File: src/rtl/snake_body_scanner_pkg.sv
// Shared types for the snake-body segment path: the default coordinate width,
// the scanner state encoding and the {x, y} word packing.
package snake_body_scanner_pkg;

   localparam int SBS_COORD_W = 8;
   localparam int SBS_DEPTH   = 64;

   typedef enum logic [1:0] {
      ST_IDLE  = 2'd0,
      ST_SCAN  = 2'd1,
      ST_DRAIN = 2'd2,
      ST_DONE  = 2'd3
   } state_e;

   // x occupies the upper half of a FIFO word.
   typedef struct packed {
      logic [SBS_COORD_W-1:0] x;
      logic [SBS_COORD_W-1:0] y;
   } coord_t;

   function automatic logic [2*SBS_COORD_W-1:0] pack_xy(
      input logic [SBS_COORD_W-1:0] x,
      input logic [SBS_COORD_W-1:0] y
   );
      return {x, y};
   endfunction

   function automatic coord_t unpack_xy(input logic [2*SBS_COORD_W-1:0] w);
      return coord_t'(w);
   endfunction

endpackage

File: src/rtl/snake_body_scanner.sv
// Snake-body FIFO scanner: pops every stored segment once, compares it with a
// latched query coordinate and pushes it straight back, so the ring is unchanged.
//
// state    | meaning
// ST_IDLE  | waiting for start; query, flags and length latched on accept
// ST_SCAN  | one FIFO pop per cycle until length pops issued
// ST_DRAIN | last compare / write-back of the final popped segment
// ST_DONE  | one-cycle done pulse, results valid
module snake_body_scanner
   import snake_body_scanner_pkg::*;
#(
   parameter int COORD_W = SBS_COORD_W,
   parameter int DEPTH   = SBS_DEPTH,
   parameter int IDX_W   = $clog2(DEPTH) + 1
) (
   input  logic                 clk,
   input  logic                 rst,
   input  logic                 start,
   input  logic [IDX_W-1:0]     length,
   input  logic                 skip_head,
   input  logic [COORD_W-1:0]   query_x,
   input  logic [COORD_W-1:0]   query_y,
   output logic                 fifo_read,
   output logic                 fifo_write,
   output logic [2*COORD_W-1:0] fifo_wdata,
   input  logic [2*COORD_W-1:0] fifo_rdata,
   input  logic                 fifo_empty,
   output logic                 busy,
   output logic                 done,
   output logic                 hit,
   output logic [IDX_W-1:0]     hit_index
);

   state_e               state_q, state_d;
   logic [IDX_W-1:0]     len_q, len_d;
   logic [IDX_W-1:0]     rd_cnt_q, rd_cnt_d;
   logic [IDX_W-1:0]     cmp_cnt_q, cmp_cnt_d;
   logic [IDX_W-1:0]     hit_index_q, hit_index_d;
   logic                 skip_q, skip_d;
   logic                 hit_q, hit_d;
   logic                 rvalid_q, rvalid_d;
   logic [COORD_W-1:0]   qx_q, qx_d;
   logic [COORD_W-1:0]   qy_q, qy_d;

   logic                 accept;
   logic                 nothing_to_scan;
   logic                 last_rd;
   logic                 match;
   logic [IDX_W-1:0]     len_clamped;
   logic [2*COORD_W-1:0] query_word;

   assign len_clamped     = (length > IDX_W'(DEPTH)) ? IDX_W'(DEPTH) : length;
   assign accept          = (state_q == ST_IDLE) && start;
   assign nothing_to_scan = (len_clamped == '0) || fifo_empty;
   assign last_rd         = (rd_cnt_q == (len_q - IDX_W'(1)));
   assign query_word      = {qx_q, qy_q};
   assign match           = rvalid_q && (fifo_rdata == query_word) &&
                            !(skip_q && (cmp_cnt_q == '0));

   always_ff @(posedge clk) begin
      if (rst) begin
         state_q <= ST_IDLE;
      end else begin
         state_q <= state_d;
      end
   end

   always_comb begin
      state_d = state_q;
      case (state_q)
         ST_IDLE:  if (start) state_d = nothing_to_scan ? ST_DONE : ST_SCAN;
         ST_SCAN:  if (last_rd) state_d = ST_DRAIN;
         ST_DRAIN: state_d = ST_DONE;
         ST_DONE:  state_d = ST_IDLE;
         default:  state_d = ST_IDLE;
      endcase
   end

   always_ff @(posedge clk) begin
      if (rst) begin
         len_q       <= '0;
         rd_cnt_q    <= '0;
         cmp_cnt_q   <= '0;
         hit_index_q <= '0;
         skip_q      <= 1'b0;
         hit_q       <= 1'b0;
         rvalid_q    <= 1'b0;
         qx_q        <= '0;
         qy_q        <= '0;
      end else begin
         len_q       <= len_d;
         rd_cnt_q    <= rd_cnt_d;
         cmp_cnt_q   <= cmp_cnt_d;
         hit_index_q <= hit_index_d;
         skip_q      <= skip_d;
         hit_q       <= hit_d;
         rvalid_q    <= rvalid_d;
         qx_q        <= qx_d;
         qy_q        <= qy_d;
      end
   end

   always_comb begin
      len_d       = len_q;
      rd_cnt_d    = rd_cnt_q;
      cmp_cnt_d   = cmp_cnt_q;
      hit_index_d = hit_index_q;
      skip_d      = skip_q;
      hit_d       = hit_q;
      qx_d        = qx_q;
      qy_d        = qy_q;
      // Read data arrives one cycle after each pop; this flag marks it.
      rvalid_d    = (state_q == ST_SCAN);

      if (accept) begin
         len_d       = len_clamped;
         skip_d      = skip_head;
         qx_d        = query_x;
         qy_d        = query_y;
         rd_cnt_d    = '0;
         cmp_cnt_d   = '0;
         hit_d       = 1'b0;
         hit_index_d = '0;
      end

      if (state_q == ST_SCAN) begin
         rd_cnt_d = rd_cnt_q + IDX_W'(1);
      end

      if (rvalid_q) begin
         cmp_cnt_d = cmp_cnt_q + IDX_W'(1);
         if (match && !hit_q) begin
            hit_d       = 1'b1;
            hit_index_d = cmp_cnt_q;
         end
      end
   end

   always_comb begin
      fifo_read  = (state_q == ST_SCAN);
      fifo_write = rvalid_q;
      fifo_wdata = rvalid_q ? fifo_rdata : '0;
      busy       = (state_q == ST_SCAN) || (state_q == ST_DRAIN);
      done       = (state_q == ST_DONE);
      hit        = hit_q;
      hit_index  = hit_index_q;
   end

endmodule

File: config.mk
export PLATFORM = sky130hd
export DESIGN_NAME = snake_body_scanner
export DESIGN_NICKNAME = d
export VERILOG_FILES = /design/src/rtl/snake_body_scanner_pkg.sv /design/src/rtl/snake_body_scanner.sv
export SDC_FILE = /design/constraint.sdc
export NUM_CORES = 1
export LEC_CHECK = 0
export ABC_CLOCK_PERIOD_IN_PS = 3500
export CAP_MARGIN = 10
export CORE_ASPECT_RATIO = 2
export CORE_MARGIN = 2
export CORE_UTILIZATION = 30
export CTS_BUF_LIST = sky130_fd_sc_hd__clkbuf_4
export DETAILED_ROUTE_END_ITERATION = 10
export HOLD_SLACK_MARGIN = 0.05
export PLACE_DENSITY = 0.52
export SETUP_SLACK_MARGIN = 0.2
export SLEW_MARGIN = 5
export SYNTH_ARGS = -nofsm -noshare
export SYNTH_HDL_FRONTEND = slang
export SYNTH_SLANG_ARGS = --single-unit
File: constraint.sdc
create_clock -name clk -period 3.5 [get_ports clk]
set_input_delay 0.35 -clock clk [delete_from_list [all_inputs] [get_ports clk]]
set_output_delay 0.35 -clock clk [all_outputs]
set_load 0.1 [all_outputs]
After elaboration in Yosys (flattened, before gate mapping)
Cells that the tools add are included.

storage, ports and cells
  bits in registers = 49
  input bits = 44
  output and inout port bits = 28

operators by class
  $add $sub $neg = 3
  $lt $le $gt $ge = 1
  eq/ne operators = 7
  muxes and demuxes = 15
  reductions and logical operators = 15

operators by type and width
  cell                   count
  $mux W7                7
  $eq A16 B16 Y1         1
  $mux W16               1
  $add A7 B1 Y7 const B  2
  $logic_not A7 Y1       2
  $pmux W2 S4            1
  $eq A7 B7 Y1           1
  $gt A7 B7 Y1 const B   1
  $sub A7 B1 Y7 const B  1
  $mux W2                3
  $logic_and A1 B1 Y1    5
  $eq A2 B2 Y1 const B   2
  $reduce_bool A2 Y1     2
  $mux W1                3
  $eq A2 B1 Y1 const B   1
  $logic_not A1 Y1       2
  $logic_not A2 Y1       1
  $logic_or A1 B1 Y1     2
  $ne A2 B1 Y1 const B   1
  $ne A2 B2 Y1 const B   1
  $reduce_and A2 Y1      1

Depth between registers and ports, before layout
Gate-level depths: netlist (run 1).

  word-level depth = 7
  depth in mapped cells = 9
  gate-level depth less buffers = 8

Worst setup path after synthesis (run 1)
No wires, ideal clock.

  path kind = reg2out
  from = reg rvalid_q, in the netlist fifo_write
  to = out fifo_wdata[0]
  data arrival time = 2.318 ns
  required time = 3.150 ns
  setup slack = 0.832 ns
  cell stages (with the launch flop) = 4
  path buffers = 2
  cell sequence = dfxtp_1 > clkbuf_1 > clkbuf_1 > and2_1

between the ends
  longest elaborated chain between the ends = 1

RTL lines
  item                      RTL line                   text
  start: declaration        snake_body_scanner.sv:41   logic rvalid_q, rvalid_d;
  start signal: assignment  snake_body_scanner.sv:97   rvalid_q <= rvalid_d;
  $mux W16                  snake_body_scanner.sv:142  fifo_wdata = rvalid_q ? fifo_rdata : '0;
  end: declaration          snake_body_scanner.sv:25   output logic [2*COORD_W-1:0] fifo_wdata,

Every way passes these cells.

Worst setup path after layout (run 1)
  from = reg state_q[1]
  to = out done

between the ends
  longest elaborated chain between the ends = 1

RTL lines
  item                      RTL line                   text
  start: declaration        snake_body_scanner.sv:34   state_e state_q, state_d;
  start signal: assignment  snake_body_scanner.sv:64   state_q <= state_d;
  $eq A2 B2 Y1              snake_body_scanner.sv:144  done = (state_q == ST_DONE);
  end: declaration          snake_body_scanner.sv:29   output logic done,

Every way passes these cells.

==> results of run 1 <==
final cells by class:
class                      instances  area [um2]
multi-input combinational        247        1526
antenna                            1       2.502
clock buffer                       5       37.54
timing repair buffer              75       688.2
sequential                        49       980.9
clock inverter                     3       12.51
fill                             913        5132
inverter                           6       22.52
tap                              100       125.1
logic make-up (layout without fill, tap and decap cells):
kind of cell / Yosys count / in the layout / synth area share
adders and majority gates: 9 / 9 / 0.04308
buffers and inverters: 26 / 89 / 0.04069
other: 0 / 1 / 0
muxes: 5 / 5 / 0.02106
xor gates and xnor gates: 26 / 26 / 0.09287
and+or+nand+nor: 143 / 143 / 0.2820
AOI/OAI and AO/OA: 64 / 64 / 0.1450
DFF: 49 / 49 / 0.3753
per-stage QoR:
stage                     std cells  setup WS, ns  hold slack [ns]
after floorplan                 322        0.8321           0.4369
after global placement          477         1.195           0.4464
after detailed placement        477         1.201           0.4525
after CTS                       485         1.037           0.4716
after global routing            486        0.9985           0.4987
final                           486         1.085           0.4774
tightest hold or removal path, stage by stage (launching register included):
cell and delay (ns):
dfxtp_1 0.34, nand2_1 0.05, a21oi_1 0.06
Yosys cell counts, drive strengths merged (4+ instances only):
cell	number
and2	17
ha	9
nor2	21
nand2	57
inv	6
nor2b	4
xnor2	17
nand3b	14
o221ai	4
dfxtp	49
buf	4
clkbuf	16
nand4	7
nor3	6
xor2	8
mux2	4
a21oi	44
how the worst min path moves through the flow:
| stage | to | start | cells after the start |
|---|---|---|---|
| floorplan | skip_q | skip_q | 2 |
| global placement | skip_q | skip_q | 2 |
| detailed placement | skip_q | skip_q | 2 |
| CTS | skip_q | skip_q | 2 |
| global route | qx_q[3] | qx_q[3] | 2 |
| finish | skip_q | skip_q | 2 |
flip-flops by register name, indices dropped and copies added (netlist names):
name	count
cmp_cnt_q	7
qx_q	8
rd_cnt_q	7
qy_q	8
fifo_write	1
state_q	2
skip_q	1
hit	1
hit_index	7
len_q	7
metal layers:
metal / part of all wire / track usage
met2: 0.57 / 0.2947
met1: 0.37 / 0.1477
met4: 0.021 / 0.06303
met3: 0.035 / 0.02595
met5: 0 / 0
power by group:
part	internal, mW	switching [mW]	total [mW]	leakage [nW]
combinational	0.269	0.551	0.821	0.819
clock	0.0731	0.183	0.256	0.0301
sequential	0.614	0.0502	0.664	0.399
total	0.957	0.785	1.74	1.25
==> out/results.tsv, run 1 <==
stage	metric	value	unit
critical_path	Stages on worst setup path	2	
synthesis	Cell Area, Synth	0.002614	mm2
sta	clock skew	0.005992	ns
synthesis	Seq/Total Area, Yosys	0.3753	
power_and_ir_drop	PwrDens	512.9	mW/mm2
synthesis	Synth Register Bits	49	
critical_path	critical path endpoint category	output pin	
sta	highest clock rate	0.4141	GHz
critical_path	crit path to	done	
clocking	CTS Buf Count	5	
synthesis	count of warnings emitted by yosys	0	
synthesis	EDFF count, synth	0	
clocking	CTS Hold Buffers Added	0	
power_and_ir_drop	Leakage	1.248	nW
critical_path	Worst Path Required	3.15	ns
place	Area after DPL	0.003343	mm2
clocking	H-tree levels	2	
floorplanning	initial core utilization	0.3065	
power_and_ir_drop	maximum vdd ir drop	0.0004871	V
floorplanning	Cell Rows	48	
critical_path	worst reg2reg endpoint	state_q[0]	
clocking	Clock Sinks	49	
flow_run	maxcap violations	0	
synthesis	Main synth FF type	dfxtp_1	
cells_and_area	final core occ	0.3982	
synthesis	synthesized area per cell	8.117	um2
global_route	gr usage total	0.1489	
route	first-pass iteration count of the detailed router	4	
critical_path	startpoint class of the critical path	flip-flop	
global_route	initial antenna violation count	1	
critical_path	max incr delay on CP	1.13	ns
critical_path	FF-to-FF Start	len_q[0]	
floorplanning	Ports	72	
route	DR vias	2406	
route	drt wl/cell	14.47	um
place	I/O Buffers	71	
sta	min Tclk post-route	2.415	ns
floorplanning	core area	0.008528	mm2
synthesis	Synth area leader	dfxtp_1	
place	Placer Congestion	0.7500	
route	Vias/cell	4.951	
critical_path	delay-heaviest family, CP	buffers and inverters	
synthesis	share of the synthesized area in the top cell type	0.3753	
clocking	clock slew at reported path FFs	0.14	ns
global_route	vias in the first global route	2274	
cells_and_area	Area Overhead vs Synth	29.92	%
clocking	CTS tree	yes	
synthesis	syn nets	375	
power_and_ir_drop	total power	1.742	mW
clocking	Longest Clk Path Bufs	2	
hold_path	Hold Crit Class	reg2reg	
place	post-DP HPWL	5.110	mm
route	Final Routed Wirelength	7.031	mm
clocking	worst-skew pair later-pin latency	0.38	ns
synthesis	Area contributors post-synth	dfxtp_1, a21oi_1, nand2_1	
critical_path	CP max-delay cell	clkdlybuf4s50_1	
clocking	Root Buffer	clkbuf_4	
critical_path	CP max FO	3	
cells_and_area	Finished Cell Area	0.003396	mm2
critical_path	CP Launch Point	state_q[1]	
global_route	largest net degree at the start of global routing	52	
floorplanning	die width	70	um
sta	RSZ-0062 raised after global routing	no	
clocking	CTS resizes	0	
run_status	outcome	finished, final reports clean	
cells_and_area	most frequent cells in the layout	nand2_1, clkdlybuf4s50_1, dfxtp_1, a21oi_1, buf_4	
critical_path	Buf+Inv Stages, Crit Path	1	
sta	final worst-path cycle share	0.6900	
synthesis	Post-Synthesis Cells	322	
floorplanning	die height	136	um
sta	setup TNS	0	ns
synthesis	synth unique cells	47	
route	DRT antenna net count	0	
sta	Max Slew Vio Count	0	
critical_path	cell breakdown of the critical path	ha_1 > clkdlybuf4s50_1	
sta	final-report hold violation count	0	
route	Initial DRC Count	128	
critical_path	FF-to-FF setup slack	1.16	ns
critical_path	reg2reg path depth	8	
cells_and_area	most common cell after layout, fill and taps aside	nand2_1	
global_route	first-pass GRT wire length	11.20	mm
global_route	aggregate global routing overflow	0	
route	# DRC	0	
cells_and_area	layout cells sized above 1	0.1013	
sta	final setup violation count	0	
floorplanning	die area	0.009520	mm2
sta	Max-slew headroom	0.2950	
cells_and_area	fin nets	437	
clocking	Post-CTS Setup Inserts	0	
sta	pin slew with the least headroom to its limit	1.055	ns
critical_path	crit path DAT	2.06	ns
critical_path	Worst Setup Path Type	reg2out	
synthesis	Post-synth ARST share	0	
(Power assumes the default switching activity.)
==> inputs of run 2 (changes only) <==
--- a/config.mk
+++ b/config.mk
@@ -5,7 +5,7 @@
 export SDC_FILE = /design/constraint.sdc
 export NUM_CORES = 1
 export LEC_CHECK = 0
-export ABC_CLOCK_PERIOD_IN_PS = 3500
+export ABC_CLOCK_PERIOD_IN_PS = 2400
 export CAP_MARGIN = 10
 export CORE_ASPECT_RATIO = 2
 export CORE_MARGIN = 2
==> constraint.sdc (replaced) <==
create_clock -name clk -period 2.4 [get_ports clk]
set_input_delay 0.24 -clock clk [delete_from_list [all_inputs] [get_ports clk]]
set_output_delay 0.24 -clock clk [all_outputs]
set_load 0.1 [all_outputs]
==> out/results.tsv, run 2 (synthesis gave the netlist of run 1 again) <==
stage	metric	value	unit
hold_path	hold path depth	2	
global_route	initial antenna violation count	1	
critical_path	critical path endpoint category	flip-flop	
critical_path	FF-to-FF Start	len_q[1]	
place	I/O Buffers	71	
sta	min Tclk post-route	2.127	ns
sta	pin slew with the least headroom to its limit	0.6049	ns
cells_and_area	Area Overhead vs Synth	34.13	%
route	first-pass iteration count of the detailed router	4	
place	post-DP HPWL	5.289	mm
global_route	vias in the first global route	2405	
sta	final-report hold violation count	0	
critical_path	CP max FO	7	
route	DRT antenna net count	0	
critical_path	max incr delay on CP	0.50	ns
floorplanning	initial core utilization	0.3065	
floorplanning	die height	136	um
critical_path	Worst Path Required	2.70	ns
cells_and_area	Fill cells	913	
route	DR vias	2492	
sta	RSZ-0062 raised after global routing	yes	
clocking	CTS Hold Buffers Added	0	
power_and_ir_drop	Leakage	1.346	nW
critical_path	FF-to-FF setup slack	0.27	ns
sta	highest clock rate	0.4702	GHz
power_and_ir_drop	total power	2.610	mW
sta	final worst-path cycle share	0.8861	
global_route	gr usage total	0.1557	
hold_path	Hold Crit Start	rst	
critical_path	CP max-delay cell	or4_1	
sta	final setup violation count	0	
clocking	Longest Clk Path Bufs	2	
floorplanning	core area	0.008528	mm2
flow_run	maxcap violations	0	
global_route	largest net degree at the start of global routing	33	
clocking	H-tree levels	2	
critical_path	cell breakdown of the critical path	inv_1 > ha_4 > or2b_1 > o32ai_1 > a21oi_1 > o221a_1 > or4_1 > o31ai_1	
sta	setup TNS	0	ns
route	# DRC	0	
floorplanning	Ports	72	
cells_and_area	most common cell after layout, fill and taps aside	nand2_1	
critical_path	Worst Setup Path Type	reg2reg	
floorplanning	die area	0.009520	mm2
critical_path	reg2reg path depth	8	
clocking	CTS Buf Count	5	
critical_path	Buf+Inv Stages, Crit Path	1	
route	Final Routed Wirelength	7.295	mm
critical_path	crit path DAT	2.43	ns
clocking	CTS tree	yes	
global_route	aggregate global routing overflow	0	
global_route	first-pass GRT wire length	11.72	mm
sta	Max-slew headroom	0.5967	
critical_path	worst reg2reg endpoint	state_q[0]	
clocking	Clock Sinks	49	
cells_and_area	layout cells sized above 1	0.2010	
clocking	worst-skew pair later-pin latency	0.37	ns
power_and_ir_drop	PwrDens	744.4	mW/mm2
place	Placer Congestion	0.7769	
power_and_ir_drop	maximum vdd ir drop	0.0006775	V
critical_path	delay-heaviest family, CP	simple AND/OR/NAND/NOR gates	
cells_and_area	top flop regs	qx_q x8, qy_q x8	
hold_path	Hold Crit Class	in2reg	
cells_and_area	fin nets	446	
critical_path	startpoint class of the critical path	flip-flop	
route	Vias/cell	5.045	
sta	Max Slew Vio Count	0	
floorplanning	Cell Rows	48	
sta	clock skew	0.01758	ns
floorplanning	die width	70	um
route	drt wl/cell	14.77	um
cells_and_area	most frequent cells in the layout	nand2_1, a21oi_1, dfxtp_1, clkdlybuf4s50_1, buf_4	
hold_path	Worst Hold Endpoint	rd_cnt_q[6]	
route	Initial DRC Count	145	
run_status	outcome	finished, final reports clean	
clocking	clock slew at reported path FFs	0.14	ns
clocking	Root Buffer	clkbuf_4	
==> run 2: metrics by stage <==
step | setup slack, ns | utilization | instance area (um2) | cells | hold slack, ns
after CTS | 0.1971 | 0.4018 | 3427 | 487 | 0.3411
after global routing | 0.1667 | 0.4111 | 3506 | 494 | 0.3878
after global placement | 0.2416 | 0.3960 | 3377 | 480 | 0.4494
after detailed placement | 0.1622 | 0.3960 | 3377 | 480 | 0.4557
after floorplan | 0.2048 | - | 2635 | 322 | 0.3760
final | 0.2734 | 0.4111 | 3506 | 494 | 0.3492
==> run 2: area by class of cell <==
type                    instances  area [um2]  share of cell area
clock buffers                   6       45.04             0.01285
repair buffers                 84       749.5              0.2138
clock inverters                 1       3.754            0.001071
multi-input cells             247        1568              0.4472
well taps                     100       125.1             0.03569
flip-flops and latches         49       989.7              0.2823
diodes                          1       2.502           0.0007138
inverters                       6       22.52            0.006424
==> run 2: how the worst max path moves through the flow <==
stage | from | to | cells after the start
after detailed placement | len_q[0] | state_q[0] | 8
final | len_q[1] | state_q[0] | 8
after global placement | len_q[0] | state_q[0] | 8
after CTS | len_q[1] | state_q[0] | 8
after floorplan | state_q[1] | state_q[0] | 6
after global routing | len_q[0] | state_q[0] | 8
==> run 2: layer usage <==
layer	global-route usage	share of wire	wire length, um	vias up
li1	-	-	-	1244
met1	0.1571	0.37	2709	1194
met2	0.3122	0.58	4241	49
met3	0.02520	0.033	238	5
met4	0.05449	0.015	106	0
met5	0	0	0	-
==> run 2: where the power goes <==
group / switching, mW / leakage [nW] / total (mW) / internal, mW
registers: 0.0731 / 0.401 / 0.970 / 0.897
clock network: 0.252 / 0.0292 / 0.370 / 0.118
logic: 0.827 / 0.916 / 1.27 / 0.443
total: 1.15 / 1.35 / 2.61 / 1.46
==> run 2: timing repair <==
item / in CTS / in global routing
endpoints found under the setup margin: 9 / 9
setup buffers: 0 / 5
cloned: 0 / 1
gates resized for setup: 1 / 12
pin swaps: 1 / 4
